**src/rtl/tmds_pkg.sv**
```systemverilog
// Shared TMDS definitions: control tokens, aligner state and token classifier.
package tmds_pkg;

  localparam int unsigned SYM_W = 10;
  localparam int unsigned OFF_W = 4;
  localparam int unsigned CAT_W = 2 * SYM_W;

  localparam logic [SYM_W-1:0] CTRL_TOKEN_00 = 10'b1101010100;
  localparam logic [SYM_W-1:0] CTRL_TOKEN_01 = 10'b0010101011;
  localparam logic [SYM_W-1:0] CTRL_TOKEN_10 = 10'b0101010100;
  localparam logic [SYM_W-1:0] CTRL_TOKEN_11 = 10'b1010101011;

  typedef enum logic {
    SEARCH = 1'b0,
    LOCKED = 1'b1
  } align_state_t;

  typedef struct packed {
    logic       valid;
    logic [1:0] bits;
  } ctrl_info_t;

  // Classify a symbol; bits are forced to 0 when it is not a control token.
  function automatic ctrl_info_t is_ctrl_token(input logic [SYM_W-1:0] word);
    ctrl_info_t info;
    info = '0;
    case (word)
      CTRL_TOKEN_00: info = '{valid: 1'b1, bits: 2'b00};
      CTRL_TOKEN_01: info = '{valid: 1'b1, bits: 2'b01};
      CTRL_TOKEN_10: info = '{valid: 1'b1, bits: 2'b10};
      CTRL_TOKEN_11: info = '{valid: 1'b1, bits: 2'b11};
      default:       info = '0;
    endcase
    return info;
  endfunction

endpackage

```
**src/rtl/tmds_word_aligner_window.sv**
```systemverilog
// Datapath: previous-word register and 20->10 barrel selector by bit offset.
module tmds_bit_window
  import tmds_pkg::*;
(
  input  logic             clk,
  input  logic             reset,
  input  logic [SYM_W-1:0] raw_data,
  input  logic [OFF_W-1:0] offset,
  output logic [SYM_W-1:0] win_c
);

  logic [SYM_W-1:0] prev;
  logic [CAT_W-1:0] cat;

  always_ff @(posedge clk) begin
    if (reset) prev <= '0;
    else       prev <= raw_data;
  end

  assign cat = {raw_data, prev};

  // Offsets above 9 never occur; they fall back to offset 0.
  always_comb begin
    win_c = cat[SYM_W-1:0];
    for (int k = 0; k < SYM_W; k++) begin
      if (offset == OFF_W'(k)) win_c = cat[k +: SYM_W];
    end
  end

endmodule

```
**src/rtl/tmds_word_aligner.sv**
```systemverilog
// TMDS word aligner: hunts for runs of control tokens across the ten bit
// offsets, locks on the boundary and emits aligned symbols with decoded ctrl.
module tmds_word_aligner
  import tmds_pkg::*;
#(
  parameter int unsigned CTRL_RUN_MIN   = 8,
  parameter int unsigned SEARCH_TIMEOUT = 1024,
  parameter int unsigned LOSS_TIMEOUT   = 8192
) (
  input  logic             paralell_clk,
  input  logic             reset,
  input  logic [SYM_W-1:0] raw_data,
  input  logic             force_resync,
  output logic [SYM_W-1:0] aligned_data,
  output logic             aligned_valid,
  output logic             ctrl_valid,
  output logic [1:0]       ctrl_bits,
  output logic [OFF_W-1:0] bit_offset,
  output logic             locked
);

  localparam int unsigned RUN_W  = $clog2(CTRL_RUN_MIN) + 1;
  localparam int unsigned TMO_W  = $clog2(SEARCH_TIMEOUT) + 1;
  localparam int unsigned LOSS_W = $clog2(LOSS_TIMEOUT) + 1;

  align_state_t     state;
  logic [RUN_W-1:0] run_cnt;
  logic [TMO_W-1:0] tmo_cnt;
  logic [LOSS_W-1:0] loss_cnt;
  logic [SYM_W-1:0] win;
  logic [OFF_W-1:0] offset_next;
  ctrl_info_t       tok;

  tmds_bit_window u_window (
    .clk      (paralell_clk),
    .reset    (reset),
    .raw_data (raw_data),
    .offset   (bit_offset),
    .win_c    (win)
  );

  always_comb begin
    tok         = is_ctrl_token(win);
    offset_next = (bit_offset == OFF_W'(9)) ? '0 : bit_offset + OFF_W'(1);
  end

  // State, counters and registered outputs.
  always_ff @(posedge paralell_clk) begin
    if (reset) begin
      state         <= SEARCH;
      run_cnt       <= '0;
      tmo_cnt       <= '0;
      loss_cnt      <= '0;
      bit_offset    <= '0;
      locked        <= 1'b0;
      aligned_valid <= 1'b0;
      aligned_data  <= '0;
      ctrl_valid    <= 1'b0;
      ctrl_bits     <= '0;
    end else begin
      aligned_data <= win;
      ctrl_valid   <= tok.valid;
      ctrl_bits    <= tok.bits;

      if (force_resync) begin
        state         <= SEARCH;
        bit_offset    <= offset_next;
        run_cnt       <= '0;
        tmo_cnt       <= '0;
        loss_cnt      <= '0;
        locked        <= 1'b0;
        aligned_valid <= 1'b0;
      end else if (state == SEARCH) begin
        if (tok.valid && run_cnt == RUN_W'(CTRL_RUN_MIN - 1)) begin
          state         <= LOCKED;
          run_cnt       <= '0;
          tmo_cnt       <= '0;
          loss_cnt      <= '0;
          locked        <= 1'b1;
          aligned_valid <= 1'b1;
        end else if (tmo_cnt == TMO_W'(SEARCH_TIMEOUT - 1)) begin
          bit_offset <= offset_next;
          run_cnt    <= '0;
          tmo_cnt    <= '0;
        end else begin
          if (!tok.valid)        run_cnt <= '0;
          else if (run_cnt != '1) run_cnt <= run_cnt + RUN_W'(1);
          if (tmo_cnt != '1)     tmo_cnt <= tmo_cnt + TMO_W'(1);
        end
      end else begin
        if (tok.valid) begin
          loss_cnt <= '0;
        end else if (loss_cnt == LOSS_W'(LOSS_TIMEOUT - 1)) begin
          state         <= SEARCH;
          run_cnt       <= '0;
          tmo_cnt       <= '0;
          loss_cnt      <= '0;
          locked        <= 1'b0;
          aligned_valid <= 1'b0;
        end else if (loss_cnt != '1) begin
          loss_cnt <= loss_cnt + LOSS_W'(1);
        end
      end
    end
  end

endmodule

```
**config.mk**
```make
export PLATFORM = sky130hd
export DESIGN_NAME = tmds_word_aligner
export DESIGN_NICKNAME = d
export VERILOG_FILES = /design/src/rtl/tmds_pkg.sv /design/src/rtl/tmds_word_aligner_window.sv /design/src/rtl/tmds_word_aligner.sv
export SDC_FILE = /design/constraint.sdc
export NUM_CORES = 1
export LEC_CHECK = 0
export ABC_AREA = 1
export CELL_PAD_IN_SITES_DETAIL_PLACEMENT = 0
export CELL_PAD_IN_SITES_GLOBAL_PLACEMENT = 1
export CORE_ASPECT_RATIO = 2
export CORE_MARGIN = 2
export CORE_UTILIZATION = 40
export CTS_BUF_LIST = sky130_fd_sc_hd__clkbuf_8 sky130_fd_sc_hd__clkbuf_16
export DETAILED_ROUTE_END_ITERATION = 8
export MAX_ROUTING_LAYER = met4
export PLACE_DENSITY = 0.85
export SLEW_MARGIN = 30
export SYNTH_ARGS = -nofsm -noshare
export SYNTH_HDL_FRONTEND = slang
export SYNTH_SLANG_ARGS = --single-unit
```
**constraint.sdc**
```tcl
create_clock -name paralell_clk -period 2.8 [get_ports paralell_clk]
set_clock_uncertainty 0.15 [all_clocks]
set_input_delay 0.56 -clock paralell_clk [delete_from_list [all_inputs] [get_ports paralell_clk]]
set_output_delay 0.56 -clock paralell_clk [all_outputs]
set_load 0.05 [all_outputs]
```
## Word-level counts from Yosys, hierarchy flattened

Cells that the tools add are included.

- Mux-type cells: 41
- Add/sub/neg operators: 4
- Equal/unequal tests: 25
- Reduce and logical (&&, ||, !) cells: 10

Operators with widths:

| operator | number |
|---|---|
| two-way mux 10 bit | 9 |
| two-way mux 14 bit | 5 |
| two-way mux 11 bit | 6 |
| two-way mux 4 bit | 12 |
| equality test 10 bit (second input constant) | 2 |
| equality test 4 x 3 -> 1 bit (second input constant) | 5 |
| adder 14 x 1 -> 14 bit (second input constant) | 1 |
| equality test 14 x 13 -> 1 bit (second input constant) | 1 |
| inequality test 14 bit (second input constant) | 1 |
| one-hot mux 3 bit (4 select lines) | 1 |
| AND reduction 3 bit | 4 |
| adder 11 x 1 -> 11 bit (second input constant) | 1 |
| equality test 11 x 10 -> 1 bit (second input constant) | 1 |
| inequality test 11 bit (second input constant) | 1 |
| equality test 10 x 8 -> 1 bit (second input constant) | 1 |
| equality test 10 x 9 -> 1 bit (second input constant) | 1 |
| adder 4 x 1 -> 4 bit (second input constant) | 2 |
| equality test 4 x 2 -> 1 bit (second input constant) | 2 |
| equality test 4 bit (second input constant) | 2 |
| two-way mux 1 bit | 8 |
| inequality test 4 x 1 -> 1 bit (second input constant) | 2 |
| inequality test 2 bit (second input constant) | 3 |
| equality test 4 x 1 -> 1 bit (second input constant) | 1 |
| inequality test 4 bit (second input constant) | 1 |
| 6 further kinds | 7 |

- Logic and storage cells: 90
- Input bits: 13
- Register bits: 58

## Logic depth before layout (Yosys ltp)

- Depth in word-level cells: 16
- Mapped depth: 26
- Gate-level depth less buffers: 25

## Modules after synthesis

A second synthesis with hierarchy kept.

- Cells, all modules: 682
- Area total of the unflattened synthesis: 4081.4 um^2

By module, submodules not included:

| module | sequential area each (um^2) | cells each | area each (um^2) | times used |
|---|---|---|---|---|
| tmds_word_aligner | 960.9 | 390 | 2685.1 | 1 |
| tmds_bit_window | 200.2 | 292 | 1396.3 | 1 |

## Least setup slack after synthesis

Ideal clock, no wire load.

- Path kind: register -> register
- Start: register bit_offset[1]
- End: register loss_cnt[3]
- Arrival time: 2804 ps
- Stages on the path, launching flop included: 23
- Library setup time: 113 ps
- Buffers on the path: 3
- Period minus slack after synthesis: 3067 ps
- Path slack: -267 ps
- Cells stage by stage: dfxtp_1 buf_4 nand2_2 nor2_4 buf_2 a21oi_1 nand2_1 nand3_1 nand3_1 nand2_1 nand2_1 nand2_1 nand2_1 nand2_1 a21oi_1 nand3_2 nand2_8 nand2_8 nand2_8 nand2_4 buf_6 o21ai_2 nor2_1

- Cells in the longest elaborated chain, start to end: 15
- Elaborated cells on any way between the ends: 29

Ends and longest elaborated chain:

| item | line | RTL |
|---|---|---|
| start, declared | tmds_word_aligner.sv:18 | `output logic [OFF_W-1:0] bit_offset,` |
| start signal, assigned | tmds_word_aligner.sv:67 | `bit_offset <= offset_next;` |
| start signal, assigned | tmds_word_aligner.sv:82 | `bit_offset <= offset_next;` |
| equality test 4 x 1 -> 1 bit | tmds_word_aligner_window.sv:26 | `if (offset == OFF_W'(k)) win_c = cat[k +: SYM_W];` |
| two-way mux 10 bit (8 in a row) | tmds_word_aligner_window.sv:26 |  |
| two-way mux 10 bit (*) | tmds_word_aligner_window.sv:26 |  |
| equality test 10 bit (tied with other cells) | tmds_pkg.sv:27 | `case (word)` |
| one-hot mux 3 bit (4 select lines) (*) | tmds_pkg.sv:27 |  |
| logical AND 1 bit | tmds_word_aligner.sv:74 | `if (tok.valid && run_cnt == RUN_W'(CTRL_RUN_MIN - 1)) begin` |
| nonzero test 2 bit (no line) | - |  |
| AND reduction 2 bit (no line) | - |  |
| end signal, assigned | tmds_word_aligner.sv:101 | `loss_cnt <= loss_cnt + LOSS_W'(1);` |
| end, declared | tmds_word_aligner.sv:29 | `logic [LOSS_W-1:0] loss_cnt;` |

Mark *: on every way between the ends. The rest lies on a longest branch, timed or not.
A chain may end at the register's enable or synchronous reset.

## Final worst setup path

- Start: register bit_offset[1]
- End: register loss_cnt[9]

Same word-level chain as after synthesis.

==> out/qor.yml <==
status:
  status: "complete, no violations"
sta:
  drv_slew: 0
  period_minus_slack_ns: 2.78
  max_freq_ghz: 0.359
  tns_ns: 0
  tightest_slew_ns: 0.659
  rsz0062_at_grt: "true"
  maxSlewHeadroom_pct: 55.9
  setup_viol: 0
  finalCritPeriodShare_pct: 99.5
  hold_violations: 0
layout:
  final_cell_mix: "nand2_1, nor2_1, buf_4"
  drive_above_1_share_pct: 24.0
  final_common_cell: "nand2_1"
  antenna_cells: 0
  syn2layout_area_growth_pct: 40.9
  fin_nets: 812
global_routing:
  grt_pass1_vias: 4689
  grt-ovfl-total: 0
  grt_max_degree: 25
  grt_first_pass_wirelength_mm: 21.7
  antenna_found_initial: 0
  grt_use_total_pct: 26.4
logic_synthesis:
  async_flop_share_pct: 0
  synth_compound_area_share_pct: 12.4
  synthFlopType: "dfxtp_1"
  synth_fa_ha_area_share_pct: 0.915
  synth_top_family_by_area: "simple AND/OR/NAND/NOR gates"
  synth-simple-area-share_pct: 44.7
  syn_inst: 678
  syn_area_per_cell_sq_um: 6.05
  yosysSeqAreaShare_pct: 28.3
  synth-edff-count: 0
  syn_nets: 694
  synth_area_sq_um: 4100
  synthMuxAreaShare_pct: 0
  ys_ff_latch: 58
  synthXorXnorAreaFrac_pct: 1.92
  ys_types: 38
  yosysWarnings: 0
cts:
  cts.sinks: 58
  tritoncts: "done"
  clock_latency_ns: 0.33
  clockBufferDepth: 2
  clk_pin_slew_ns: 0.05
  ctsHtreeMaxLevel: 3
  cts_buffers: 9
  clockRootBuffer: "clkbuf_16"
pwr:
  power.total_mw: 2.44
  powerDensity_nw_per_um2: 423
  p_leak_nw: 2.54
  peakVddDrop_mv: 0.314
worst_setup_path:
  slowest_stage: "dfxtp_4"
  crit_top_cell: "nand2_1"
  cp.arrival_ns: 2.88
  cp-start-kind: "flop"
  criticalPathCategory: "reg2reg"
  worstPathMaxFanout: 8
  cp_data_required_time_ns: 2.89
  slowest_delay_ns: 0.43
  path_delay_family: "simple AND/OR/NAND/NOR gates"
  path_cells: "nand2_4, buf_4, buf_4, nor2_4, buf_6, buf_12, a21oi_1, nand2_1, nand2_1, nand2_1, nand2_1, inv_1, nand2_1, nor2_2, nand3_4, nand2_8, inv_4, nand3_4, buf_4, nand3_2, a21oi_2"
  cp.buffers_inverters: 7
  setup.worst_path.end_class: "flop"
floorplan:
  die-area_sq_um: 11100
  core_area_sq_um: 10100
  initial_core_util_pct: 40.7
  die_w_microns: 75.6
  num_io_pins: 32
  rows: 52
  die_h_microns: 147
min_path:
  worstHoldPathType: "reg2reg"
place:
  hpwlAfterDp_mm: 10.3
  gp_congestion: 0.935
  port_buffers: 31
detailed_routing:
  drtIter0Drc: 202
  wl_mm: 13.4
  viasPerCell: 5.05
  ant_nets: 0
  first_pass_iters: 5
  route.detailed.wl_per_inst_microns: 14.3
  vias: 4718
  drc: 0
flow_run:
  drv_cap: 0
## sequential cells by signal (all words and copies together) (netlist names)
| name | cells |
|---|---|
| aligned_data | 10 |
| bit_offset | 4 |
| ctrl_bits | 2 |
| ctrl_valid | 1 |
| locked | 1 |
| loss_cnt | 14 |
| run_cnt | 4 |
| state | 1 |
| tmo_cnt | 11 |
| u_window.prev | 10 |
## power breakdown
part | internal, mW | switching, mW | total, mW
registers | 0.856 | 0.0255 | 0.882
clock network | 0.579 | 0.379 | 0.958
logic | 0.248 | 0.356 | 0.605
## Yosys cell counts, drive strengths merged, types with 3 or more instances
| master | n | area, sq um |
|---|---|---|
| xor2 | 8 | 70.1 |
| dfxtp | 58 | 1160 |
| nor3 | 7 | 35.0 |
| o211ai | 3 | 22.5 |
| nand3 | 72 | 400 |
| inv | 92 | 348 |
| clkbuf | 11 | 41.3 |
| buf | 10 | 82.6 |
| nor2 | 107 | 479 |
| ha | 3 | 37.5 |
| nand4 | 12 | 75.1 |
| o21ai | 30 | 158 |
| nand2 | 191 | 796 |
| a21oi | 58 | 294 |
| clkinv | 3 | 11.3 |
## through the flow
stage | cells | utilization [%] | hold slack [ns] | setup WS (ns) | instance area (sq um)
after floorplan | 678 | - | 0.279 | 0.0104 | 4110
after global placement | 900 | 50.7 | 0.303 | -0.303 | 5120
after detailed placement | 900 | 50.7 | 0.309 | -0.335 | 5120
after CTS | 921 | 54.9 | 0.323 | -0.0106 | 5540
after global routing | 935 | 57.3 | 0.340 | -0.169 | 5780
final | 935 | 57.3 | 0.320 | 0.0153 | 5780
## layout make-up
type | count | area [sq um]
fill | 1014 | 4310
multi-input combinational | 504 | 2640
sequential | 58 | 1180
timing repair buffer | 128 | 1150
inverter | 95 | 384
clock buffer | 9 | 225
tap | 135 | 169
clock inverter | 6 | 27.5
## routing by layer
metal  track usage (%)  vias up  wire [microns]
li1                  -     2397               -
met1              23.5     2140            4520
met2              47.7      126            7660
met3              4.73       55             435
met4              16.8        0             743
met5                 -        -               0
## cell families after synthesis
family	Yosys count
compound gates	96
xor+xnor	9
fa+ha+maj	3
buf+inv	116
flops	58
simple gates	396
## timing repair
| item | in CTS | in global routing |
|---|---|---|
| endpoints found under the setup margin | 34 | 36 |
| pin swaps | 21 | 32 |
| hold buffers | 0 | 0 |
| gates resized for setup | 37 | 34 |
| buffers inserted | 6 | 14 |
## path summary, 6_finish.rpt
path	start	to	slack, ns	cells after the start
max	bit_offset[1]$_SDFFE_PP0P_	loss_cnt[9]$_SDFFE_PP0P_	0.02	21
max reg2reg	bit_offset[1]$_SDFFE_PP0P_	loss_cnt[9]$_SDFFE_PP0P_	0.02	21
min	loss_cnt[12]$_SDFFE_PP0P_	loss_cnt[12]$_SDFFE_PP0P_	0.32	2
min reg2reg	loss_cnt[12]$_SDFFE_PP0P_	loss_cnt[12]$_SDFFE_PP0P_	0.32	2
## tightest hold or removal path, delay by kind of cell, from the launching register on
family | cells | cell delay, ns
AOI/OAI and AO/OA | 1 | 0.05
DFF | 1 | 0.31
and+or+nand+nor | 1 | 0.06
Power figures use the tool's default switching activity.
